[config.mk]
export PLATFORM = sky130hd
export DESIGN_NAME = tybec_kernel_sched
export DESIGN_NICKNAME = d
export VERILOG_FILES = /design/src/rtl/tybec_sched_pkg.sv /design/src/rtl/tybec_credit_cnt.sv /design/src/rtl/tybec_kernel_sched.sv
export SDC_FILE = /design/constraint.sdc
export NUM_CORES = 1
export LEC_CHECK = 0
export ABC_AREA = 1
export CAP_MARGIN = 20
export CELL_PAD_IN_SITES_DETAIL_PLACEMENT = 1
export CELL_PAD_IN_SITES_GLOBAL_PLACEMENT = 1
export CORE_UTILIZATION = 34
export DETAILED_ROUTE_END_ITERATION = 8
export MAX_ROUTING_LAYER = met4
export PLACE_DENSITY_LB_ADDON = 0.1
export SYNTH_ARGS = -nofsm -noshare
export SYNTH_HDL_FRONTEND = slang
export SYNTH_SLANG_ARGS = --single-unit
[constraint.sdc]
create_clock -name aclk -period 3.7 [get_ports aclk]
set_input_delay 0.37 -clock aclk [delete_from_list [all_inputs] [get_ports aclk]]
set_output_delay 0.37 -clock aclk [all_outputs]
set_load 0.005 [all_outputs]
[src/rtl/tybec_sched_pkg.sv]
// tybec_sched_pkg: shared state encoding and default sizing for the kernel run controller.
package tybec_sched_pkg;
  typedef enum logic [1:0] {IDLE, RUN, DRAIN, DONE} sched_state_e;
  localparam int DEF_CNTW = 32;
  localparam int DEF_MAX_INFLIGHT = 64;
  localparam int DEF_IFW = 7;
endpackage

[src/rtl/tybec_credit_cnt.sv]
// tybec_credit_cnt: up/down in-flight item counter; credit_ok while below MAX_INFLIGHT.
module tybec_credit_cnt #(
  parameter int MAX_INFLIGHT = 64,
  parameter int IFW = 7
) (
  input  logic           aclk,
  input  logic           areset,
  input  logic           inc,
  input  logic           dec,
  output logic [IFW-1:0] inflight,
  output logic           credit_ok
);
  logic [IFW-1:0] cnt_q, cnt_d;
  logic up, dn;
  assign credit_ok = cnt_q < IFW'(MAX_INFLIGHT);
  assign up = inc & credit_ok;
  // a decrement at zero is only honoured when it cancels a simultaneous increment
  assign dn = dec & ((cnt_q != '0) | up);
  assign inflight = cnt_q;
  always_comb cnt_d = (up == dn) ? cnt_q : up ? cnt_q + IFW'(1) : cnt_q - IFW'(1);
  always_ff @(posedge aclk or posedge areset)
    if (areset) cnt_q <= '0;
    else cnt_q <= cnt_d;
endmodule

[src/rtl/tybec_kernel_sched.sv]
// tybec_kernel_sched: run controller gating the main kernel handshake, bounding in-flight items, counting a run.
// Optional perf counters enabled by defining TY_SCHED_PERF_EN; otherwise perf_* are tied to zero.
module tybec_kernel_sched
  import tybec_sched_pkg::*;
#(
  parameter int CNTW = DEF_CNTW,
  parameter int MAX_INFLIGHT = DEF_MAX_INFLIGHT,
  parameter int IFW = DEF_IFW
) (
  input  logic            aclk,
  input  logic            areset,
  input  logic            start,
  input  logic [CNTW-1:0] num_items,
  output logic            busy,
  output logic            done,
  output logic [IFW-1:0]  inflight,
  input  logic            s_tvalid,
  output logic            s_tready,
  output logic            k_ivalid,
  input  logic            k_iready,
  input  logic            k_ovalid,
  output logic            k_oready,
  output logic            m_tvalid,
  input  logic            m_tready,
  output logic [CNTW-1:0] perf_cyc,
  output logic [CNTW-1:0] perf_istall,
  output logic [CNTW-1:0] perf_ostall
);
  sched_state_e state_q, state_d;
  logic [CNTW-1:0] n_q, n_d, in_cnt_q, in_cnt_d, out_cnt_q, out_cnt_d;
  logic credit_ok, in_fire, out_fire, run, act, go;
  assign run = state_q == RUN;
  assign act = run | (state_q == DRAIN);
  assign go = (state_q == IDLE) & start;
  assign s_tready = run & k_iready & credit_ok;
  assign k_ivalid = run & s_tvalid & credit_ok;
  assign k_oready = act & m_tready;
  assign m_tvalid = act & k_ovalid;
  assign in_fire = s_tvalid & s_tready;
  assign out_fire = k_ovalid & k_oready;
  assign busy = state_q != IDLE;
  assign done = state_q == DONE;
  tybec_credit_cnt #(.MAX_INFLIGHT(MAX_INFLIGHT), .IFW(IFW)) u_credit (
    .aclk(aclk), .areset(areset), .inc(in_fire), .dec(out_fire), .inflight(inflight), .credit_ok(credit_ok)
  );
  always_comb begin
    state_d = state_q;
    n_d = go ? num_items : n_q;
    in_cnt_d = (go | done) ? '0 : in_cnt_q + CNTW'(in_fire);
    out_cnt_d = (go | done) ? '0 : out_cnt_q + CNTW'(out_fire);
    if (go) state_d = (num_items == '0) ? DONE : RUN;
    else if (done) state_d = IDLE;
    else if (act & out_fire & (out_cnt_q == n_q - CNTW'(1)) & ((state_q == DRAIN) | (in_cnt_q == n_q))) state_d = DONE;
    else if (run & in_fire & (in_cnt_q == n_q - CNTW'(1))) state_d = DRAIN;
  end
  always_ff @(posedge aclk or posedge areset)
    if (areset) begin
      state_q <= IDLE;
      n_q <= '0;
      in_cnt_q <= '0;
      out_cnt_q <= '0;
    end else begin
      state_q <= state_d;
      n_q <= n_d;
      in_cnt_q <= in_cnt_d;
      out_cnt_q <= out_cnt_d;
    end
`ifdef TY_SCHED_PERF_EN
  logic [CNTW-1:0] pc_q, pc_d, pi_q, pi_d, po_q, po_d;
  always_comb begin
    pc_d = go ? '0 : (act & ~&pc_q) ? pc_q + CNTW'(1) : pc_q;
    pi_d = go ? '0 : (run & s_tvalid & ~s_tready & ~&pi_q) ? pi_q + CNTW'(1) : pi_q;
    po_d = go ? '0 : (act & k_ovalid & ~m_tready & ~&po_q) ? po_q + CNTW'(1) : po_q;
  end
  always_ff @(posedge aclk or posedge areset)
    if (areset) begin
      pc_q <= '0;
      pi_q <= '0;
      po_q <= '0;
    end else begin
      pc_q <= pc_d;
      pi_q <= pi_d;
      po_q <= po_d;
    end
  assign perf_cyc = pc_q;
  assign perf_istall = pi_q;
  assign perf_ostall = po_q;
`else
  assign perf_cyc = '0;
  assign perf_istall = '0;
  assign perf_ostall = '0;
`endif
endmodule
==> qor.tcl, run 1 <==
set qor(antennaDiodeCount) 0
set qor(cts_htree_levels) 3
set qor(regToRegSetupSlack_ns) 0.50
set qor(synth_top_cell_area_share_pct) 30.9
set qor(hold_viol) 0
set qor(yosys_register_bits) 105
set qor(track_usage_pct) 21.0
set qor(grt_first_pass_wirelength_um) 40300
set qor(io-pin-count) 148
set qor(drt_iter0_drc) 348
set qor(ys.flop_type) {sky130_fd_sc_hd__dfrtp_1}
set qor(end_kind) {register}
set qor(worst_ep_arrival_time_ns) 3.46
set qor(share_of_flip_flops_with_an_asynchronous_set_or_reset_after_synthesis_pct) 100
set qor(final_antenna_net_count) 0
set qor(initial_util_pct) 34.8
set qor(dieHeight_um) 160
set qor(synthesized_area_per_cell_um2) 6.93
set qor(route.detailed.wl_per_inst_um) 15.7
set qor(worst_setup_startpoint) {state_q[0]}
set qor(total_leakage_power_nw) 4.45
set qor(core-area_um2) 24500
set qor(worst_path_fanout_max) 5
set qor(die-width_um) 160
set qor(maxSlewHeadroom_pct) 47.5
set qor(drt_via_density) 4.65
set qor(dr_total_vias) 7465
set qor(cts_tree) {built}
set qor(gpl.final_weighted_congestion) 0.845
set qor(regToRegStartpoint) {state_q[0]}
set qor(drive_gt1_share_pct) 6.25
set qor(outcome) {completed}
set qor(cts_repair_resize_count) 0
set qor(clock_insertion_delay_worst_skew_ns) 0.37
set qor(synthTopCellsByArea) {sky130_fd_sc_hd__dfrtp_1 31%, sky130_fd_sc_hd__nand2_1 12%, sky130_fd_sc_hd__buf_4 8.7%}
set qor(placementRows) 57
set qor(synth.lib_cells_used.distinct) 43
set qor(fin_crit_ns) 3.20
set qor(tritoncts_buffers) 9
set qor(slew_violations) 0
set qor(syn_area_um2) 8520
set qor(max_clock_freq_mhz) 312
set qor(power_total_mw) 5.54
set qor(grt_setup_unrepaired) {no}
set qor(worst-slew-pin-transition_ns) 0.788
set qor(synth-edff-count) 0
set qor(post_synth_inst_count) 1229
set qor(irDropWorstVdd_v) 0.000243
set qor(clkSinkCount) 105
set qor(worst_setup_path_start_kind) {register}
set qor(finalWirelength_um) 25200
set qor(maxCapViolations) 0
set qor(min_period_over_period_pct) 86.6
set qor(setup_viol_count_final) 0
set qor(synth_commonest_cells) {277 x sky130_fd_sc_hd__nand2_1, 155 x sky130_fd_sc_hd__inv_1, 150 x sky130_fd_sc_hd__nor2_1}
set qor(dp.final_hpwl_um) 20600
set qor(post_cts.repair.setup_buffers) 0
set qor(synthMostInstantiatedCell) {sky130_fd_sc_hd__nand2_1}
set qor(final_nets) 1329
set qor(drcViolationCount) 0
set qor(clock_tree_skew_after_final_layout_ns) 0.00788
set qor(first_global_vias) 7275
set qor(synthToLayoutAreaGrowth_pct) 9.99
set qor(gr-total-overflow) 0
set qor(worst_setup_hold_path_clk_slew_ns) 0.08
set qor(min-delay-path-class) {in2async}
set qor(floorplan.die_area_um2) 25700
set qor(detail_route.first_pass.iterations) 4
set qor(criticalPathCategory) {reg2reg}
set qor(synth-seq-area-share_pct) 30.9
set qor(max-clock-path-buffers) 2
set qor(port_buffers) 51
set qor(yosys_warnings) 0
set qor(finalSetupTns_ns) 0
set qor(post-synth-top-area-cell) {sky130_fd_sc_hd__dfrtp_1}
set qor(cellPowerDensity_nw_per_um2) 592
set qor(clock-root-buffer) {sky130_fd_sc_hd__clkbuf_16}
set qor(worst-endpoint-required_ns) 3.95
set qor(largest_net_degree_at_the_start_of_global_routing) 60
set qor(cts-hold-fix-buffers) 0
set qor(initial_antenna_violation_count) 0
[sequential cells by signal, indices dropped and copies added, names as in the netlist]
register           cells
out_cnt_q             32
u_credit.inflight      7
in_cnt_q              32
n_q                   32
state_q                2
[metal layers]
layer	GRT usage [%]	vias up	wire length, um
li1	-	3781	-
met4	4.76	0	289
met5	-	-	0
met3	2.23	14	693
met1	29.4	3539	12900
met2	32.4	131	11300
[cell type report]
cell class	instances	area [um^2]
clock buffer	11	253
sequential	105	2630
inverter	162	612
tap	324	405
fill	3115	15100
clock inverter	5	68.8
timing repair buffer	59	583
multi-input combinational	938	4820
[worst max-delay path, cell delays in order, from the launching register on]
cell and delay (ns):
sky130_fd_sc_hd__dfrtp_1 0.40, sky130_fd_sc_hd__inv_1 0.08, sky130_fd_sc_hd__ha_1 0.29, sky130_fd_sc_hd__nand2_1 0.07, sky130_fd_sc_hd__nor2_1 0.25, sky130_fd_sc_hd__ha_1 0.23, sky130_fd_sc_hd__ha_1 0.16, sky130_fd_sc_hd__nand2_1 0.05
sky130_fd_sc_hd__inv_1 0.09, sky130_fd_sc_hd__nand3_1 0.14, sky130_fd_sc_hd__nor2_1 0.15, sky130_fd_sc_hd__nand2_1 0.10, sky130_fd_sc_hd__nor2_2 0.18, sky130_fd_sc_hd__nand4_1 0.16, sky130_fd_sc_hd__nor2_2 0.19, sky130_fd_sc_hd__nand2_1 0.11
sky130_fd_sc_hd__nor2_2 0.20, sky130_fd_sc_hd__nand4_1 0.11, sky130_fd_sc_hd__nand2_1 0.07, sky130_fd_sc_hd__nor2_1 0.05
[power by group]
group | total [mW] | switching [mW] | internal, mW | leakage, nW
Combinational | 2.65 | 1.59 | 1.06 | 2.89
Sequential | 1.82 | 0.442 | 1.37 | 1.40
Clock | 1.08 | 0.500 | 0.576 | 0.156
[final timing paths]
check	end	cells past startpoint
min reg2reg	u_credit.inflight[3]	2
min in group aclk	u_credit.inflight[3]	2
max in group asynchronous	n_q[6]	3
max reg2reg	out_cnt_q[28]	19
max	out_cnt_q[28]	19
min	in_cnt_q[23]	2
[per-stage QoR]
step | std cells | utilization (%) | worst slack [ns] | hold slack, ns | cell area, um^2
after global placement | 1588 | 37.0 | 0.521 | 0.528 | 9040
after CTS | 1604 | 38.3 | 0.442 | 0.545 | 9370
after global routing | 1604 | 38.3 | 0.146 | 0.584 | 9370
after detailed placement | 1588 | 37.0 | 0.387 | 0.531 | 9040
after floorplan | 1324 | - | 0.569 | 0.491 | 8870
final | 1604 | 38.3 | 0.495 | 0.511 | 9370
[cells by family (layout without fill, tap and decap cells)]
kind of cell	count (synthesis)	count (layout)	share of synthesized area, %
AO/OA/AOI/OAI	137	137	8.55
multiplexers	1	1	0.132
other	1	96	0.0440
XOR/XNOR	87	87	8.95
AND/OR/NAND/NOR	602	602	32.4
buffers and inverters	281	237	16.8
adder cells (fa/ha/maj)	15	15	2.29
flip-flops	105	105	30.9
[layout by cell type, fill, tap and decap left out, types with 3 or more instances in the layout]
master and instances:
sky130_fd_sc_hd__xor2_1 39, sky130_fd_sc_hd__nand3_1 44, sky130_fd_sc_hd__clkdlybuf4s50_1 51, sky130_fd_sc_hd__clkbuf_16 9
sky130_fd_sc_hd__ha_1 14, sky130_fd_sc_hd__nor2_2 11, sky130_fd_sc_hd__nor4_1 14, sky130_fd_sc_hd__buf_4 7
sky130_fd_sc_hd__nor2_4 10, sky130_fd_sc_hd__and3_1 3, sky130_fd_sc_hd__nor3_4 3, sky130_fd_sc_hd__nand2_2 9
sky130_fd_sc_hd__a21oi_1 46, sky130_fd_sc_hd__o21a_1 6, sky130_fd_sc_hd__o21bai_1 5, sky130_fd_sc_hd__conb_1 96
sky130_fd_sc_hd__nand2_1 277, sky130_fd_sc_hd__nand3b_1 9, sky130_fd_sc_hd__or2_2 3, sky130_fd_sc_hd__dfrtp_1 105
sky130_fd_sc_hd__nand4_1 32, sky130_fd_sc_hd__xnor2_1 48, sky130_fd_sc_hd__inv_1 154, sky130_fd_sc_hd__nor3_1 25
sky130_fd_sc_hd__inv_2 6, sky130_fd_sc_hd__o21ai_0 73, sky130_fd_sc_hd__nor2_1 149, sky130_fd_sc_hd__nand3_2 6
Note: power is estimated with default switching activity, not from simulation.
==> inputs of run 2 (changes only) <==
--- a/config.mk
+++ b/config.mk
@@ -11,6 +11,7 @@
 export CELL_PAD_IN_SITES_GLOBAL_PLACEMENT = 1
 export CORE_UTILIZATION = 34
 export DETAILED_ROUTE_END_ITERATION = 8
+export HOLD_SLACK_MARGIN = 0.15
 export MAX_ROUTING_LAYER = met4
 export PLACE_DENSITY_LB_ADDON = 0.1
 export SYNTH_ARGS = -nofsm -noshare
==> results of run 2 <==
Same layout as run 1: the final DEF is identical, and so are final timing and power.
==> inputs of run 3 (changes only) <==
--- a/config.mk
+++ b/config.mk
@@ -13,7 +13,7 @@
 export DETAILED_ROUTE_END_ITERATION = 8
 export HOLD_SLACK_MARGIN = 0.15
 export MAX_ROUTING_LAYER = met4
-export PLACE_DENSITY_LB_ADDON = 0.1
+export PLACE_DENSITY = 0.78
 export SYNTH_ARGS = -nofsm -noshare
 export SYNTH_HDL_FRONTEND = slang
 export SYNTH_SLANG_ARGS = --single-unit
==> run 3 against run 2 <==
  * Utilization hardly changed
  * Final area is 0.12% lower
  * Sequential share of layout area hardly changed
  * Combinational power is 2% higher
  * Sequential power hardly changed
  * Setup slack worse by 0.059 ns
  * Hold slack worse by 0.0079 ns
  * Global-route usage hardly changed
  * Via count is 3.2% higher
  * Maximum frequency is 1.8% lower
  * Largest cell class unchanged
==> qor.tcl, run 3 (same netlist as run 1, synthesis figures left out) <==
set qor(dieHeight_um) 160 ;# unchanged
set qor(gr-total-overflow) 0 ;# unchanged
set qor(final_cell_mix) {277 x sky130_fd_sc_hd__nand2_1, 154 x sky130_fd_sc_hd__inv_1, 149 x sky130_fd_sc_hd__nor2_1}
set qor(final_antenna_net_count) 0 ;# unchanged
set qor(clock-root-buffer) {sky130_fd_sc_hd__clkbuf_16}
set qor(synthToLayoutAreaGrowth_pct) 9.86
set qor(detail_route.first_pass.iterations) 4 ;# unchanged
set qor(io-pin-count) 148 ;# unchanged
set qor(switching_power_mw) 2.63 ;# +3.9%
set qor(cellPowerDensity_nw_per_um2) 593 ;# +0.28%
set qor(final_core_utilization_pct) 38.2 ;# -0.046 points
set qor(worst_setup_startpoint) {state_q[1]}
set qor(track_usage_pct) 21.0 ;# -0.035 points
set qor(dp.final_hpwl_um) 20400 ;# -0.96%
set qor(fin_crit_ns) 3.26 ;# +0.0591 ns
set qor(hold_viol) 0 ;# unchanged
set qor(worst_setup_path_start_kind) {register}
set qor(finalWirelength_um) 25300 ;# +0.27%
set qor(worst-endpoint-required_ns) 3.96 ;# about the same
set qor(max-clock-path-buffers) 2 ;# unchanged
set qor(finalSetupTns_ns) 0 ;# unchanged
set qor(drive_gt1_share_pct) 6.25 ;# unchanged
set qor(worst-slew-pin-transition_ns) 0.795 ;# +0.00659 ns
set qor(postPlaceCellArea_um2) 9040 ;# unchanged
set qor(power.combinational.fraction_pct) 48.7 ;# +0.9 points
set qor(min-delay-path-class) {in2async}
set qor(dp_slack_ns) 0.387 ;# -0.000305 ns
set qor(cells_after_dpl) 1588 ;# unchanged
set qor(drcViolationCount) 0 ;# unchanged
set qor(clock_tree_skew_after_final_layout_ns) 0.00829 ;# +0.000413 ns
set qor(worst_path_fanout_max) 5 ;# unchanged
set qor(route.detailed.wl_per_inst_um) 15.8 ;# +0.27%
set qor(antennaDiodeCount) 0 ;# unchanged
set qor(min_period_over_period_pct) 88.2 ;# +1.6 points
set qor(max_clock_freq_mhz) 306 ;# -1.8%
set qor(layout_commonest_cell) {sky130_fd_sc_hd__nand2_1}
set qor(timing.final.ws_setup_ns) 0.436 ;# -0.0591 ns
set qor(crit_path_frequent_cell) {sky130_fd_sc_hd__nand2_1}
set qor(largest_registers) {in_cnt_q x32, n_q x32, out_cnt_q x32}
set qor(grt_setup_unrepaired) {no}
set qor(core-area_um2) 24500 ;# unchanged
set qor(finish.cell_count_without_fillers) 1604 ;# unchanged
set qor(r2r.worst_path.cells) 19 ;# unchanged
set qor(ordered_list_of_cells_on_the_worst_path) {inv_1 > ha_1 > nand2_1 > nor2_1 > ha_1 > ha_1 > nand2_1 > inv_1 > nand3_1 > nor2_1 > nand2_1 > nor2_2 > nand4_1 > nor2_2 > nand2_1 > nor2_2 > nand4_1 > nand2_1 > nor2_1}
set qor(drt_via_density) 4.80 ;# +3.2%
set qor(worst_ep_arrival_time_ns) 3.53 ;# +0.07 ns
set qor(drt_iter0_drc) 400 ;# +15%
set qor(cpMaxStageDelayCell) {sky130_fd_sc_hd__dfrtp_1}
set qor(clkSinkCount) 105 ;# unchanged
set qor(cts_tree) {built}
set qor(irDropWorstVdd_v) 0.000232 ;# -4.6%
set qor(regToRegStartpoint) {state_q[1]}
set qor(max_stage_delay_ns) 0.42 ;# +0.02 ns
set qor(worst_setup_hold_path_clk_slew_ns) 0.08 ;# about the same
set qor(power_frac_clock_pct) 18.3 ;# -1.1 points
set qor(maxCapViolations) 0 ;# unchanged
set qor(dr_total_vias) 7705 ;# +3.2%
set qor(power_total_mw) 5.55 ;# +0.15%
set qor(outcome) {completed}
set qor(cts-hold-fix-buffers) 0 ;# unchanged
set qor(total_leakage_power_nw) 4.44 ;# -0.21%
set qor(end_kind) {register}
set qor(post_cts.repair.setup_buffers) 0 ;# unchanged
set qor(cts_htree_levels) 3 ;# unchanged
set qor(internal-power_mw) 2.92 ;# -2.9%
set qor(maxSlewHeadroom_pct) 47.0 ;# -0.44 points
set qor(largest_net_degree_at_the_start_of_global_routing) 60 ;# unchanged
set qor(die-width_um) 160 ;# unchanged
set qor(first_global_vias) 7907 ;# +8.7%
set qor(non_filler_cell_area_final_um2) 9360 ;# -0.12%
set qor(floorplan.die_area_um2) 25700 ;# unchanged
set qor(tritoncts_buffers) 9 ;# unchanged
set qor(final_nets) 1329 ;# unchanged
set qor(initial_util_pct) 34.8 ;# unchanged
set qor(criticalPathCategory) {reg2reg}
set qor(initial_antenna_violation_count) 0 ;# unchanged
set qor(clock_insertion_delay_worst_skew_ns) 0.37 ;# about the same
set qor(finalHoldWorstSlack_ns) 0.503 ;# -0.00790 ns
set qor(placementRows) 57 ;# unchanged
set qor(port_buffers) 51 ;# unchanged
set qor(setup_viol_count_final) 0 ;# unchanged
set qor(grt_first_pass_wirelength_um) 40700 ;# +1.1%
set qor(slew_violations) 0 ;# unchanged
set qor(cts_repair_resize_count) 0 ;# unchanged
set qor(switching_share_pct) 47.3 ;# +1.7 points
set qor(power.share.sequential_pct) 33.0 ;# +0.2 points
set qor(gpl.final_weighted_congestion) 0.907 ;# +7.4%
==> run 3: cell types whose count changed in the layout (fill, tap and decap cells not counted) <==
cell	change
sky130_fd_sc_hd__inv_6	+1
sky130_fd_sc_hd__bufinv_16	-1
sky130_fd_sc_hd__clkinv_8	+3
sky130_fd_sc_hd__inv_8	-1
sky130_fd_sc_hd__clkbuf_8	-2
==> run 3: critical path: cells and delay by family (launching register included) <==
kind | cells | cell delay, ns
adders and majority gates | 3 | 0.69
buffers and inverters | 2 | 0.19
and+or+nand+nor | 14 | 1.85
DFF | 1 | 0.42
==> run 3: layer usage <==
| layer | wire [um] | GRT usage (%) |
|---|---|---|
| met2 | 12400 | 35.4 |
| met4 | 463 | 7.01 |
| met5 | 0 | - |
| met1 | 11600 | 26.3 |
| met3 | 792 | 1.82 |
==> run 3: final timing paths <==
kind                                        end  slack, ns
min reg2reg                u_credit.inflight[2]       0.57
max in group asynchronous               n_q[12]       2.45
max                               out_cnt_q[28]       0.44
max reg2reg                       out_cnt_q[28]       0.44
min                                     n_q[31]       0.50
min in group aclk          u_credit.inflight[2]       0.57
==> run 3: area by class of cell <==
| cell class | instances | area [um^2] |
|---|---|---|
| well taps | 324 | 405 |
| clock buffers | 9 | 225 |
| clock inverters | 7 | 85.1 |
| flip-flops and latches | 105 | 2630 |
| multi-input cells | 938 | 4820 |
| fillers | 3141 | 15100 |
| inverters | 162 | 612 |
| repair buffers | 59 | 583 |
==> run 3: power groups by stage <==
stage                     Combinational, mW  Sequential, mW  Clock (mW)
after floorplan                        2.07            1.67           0
after global placement                 2.58            1.82           0
after detailed placement               2.70            1.84           0
after CTS                              2.73            1.82        1.04
after global routing                   3.08            1.87        1.07
final                                  2.71            1.83        1.02
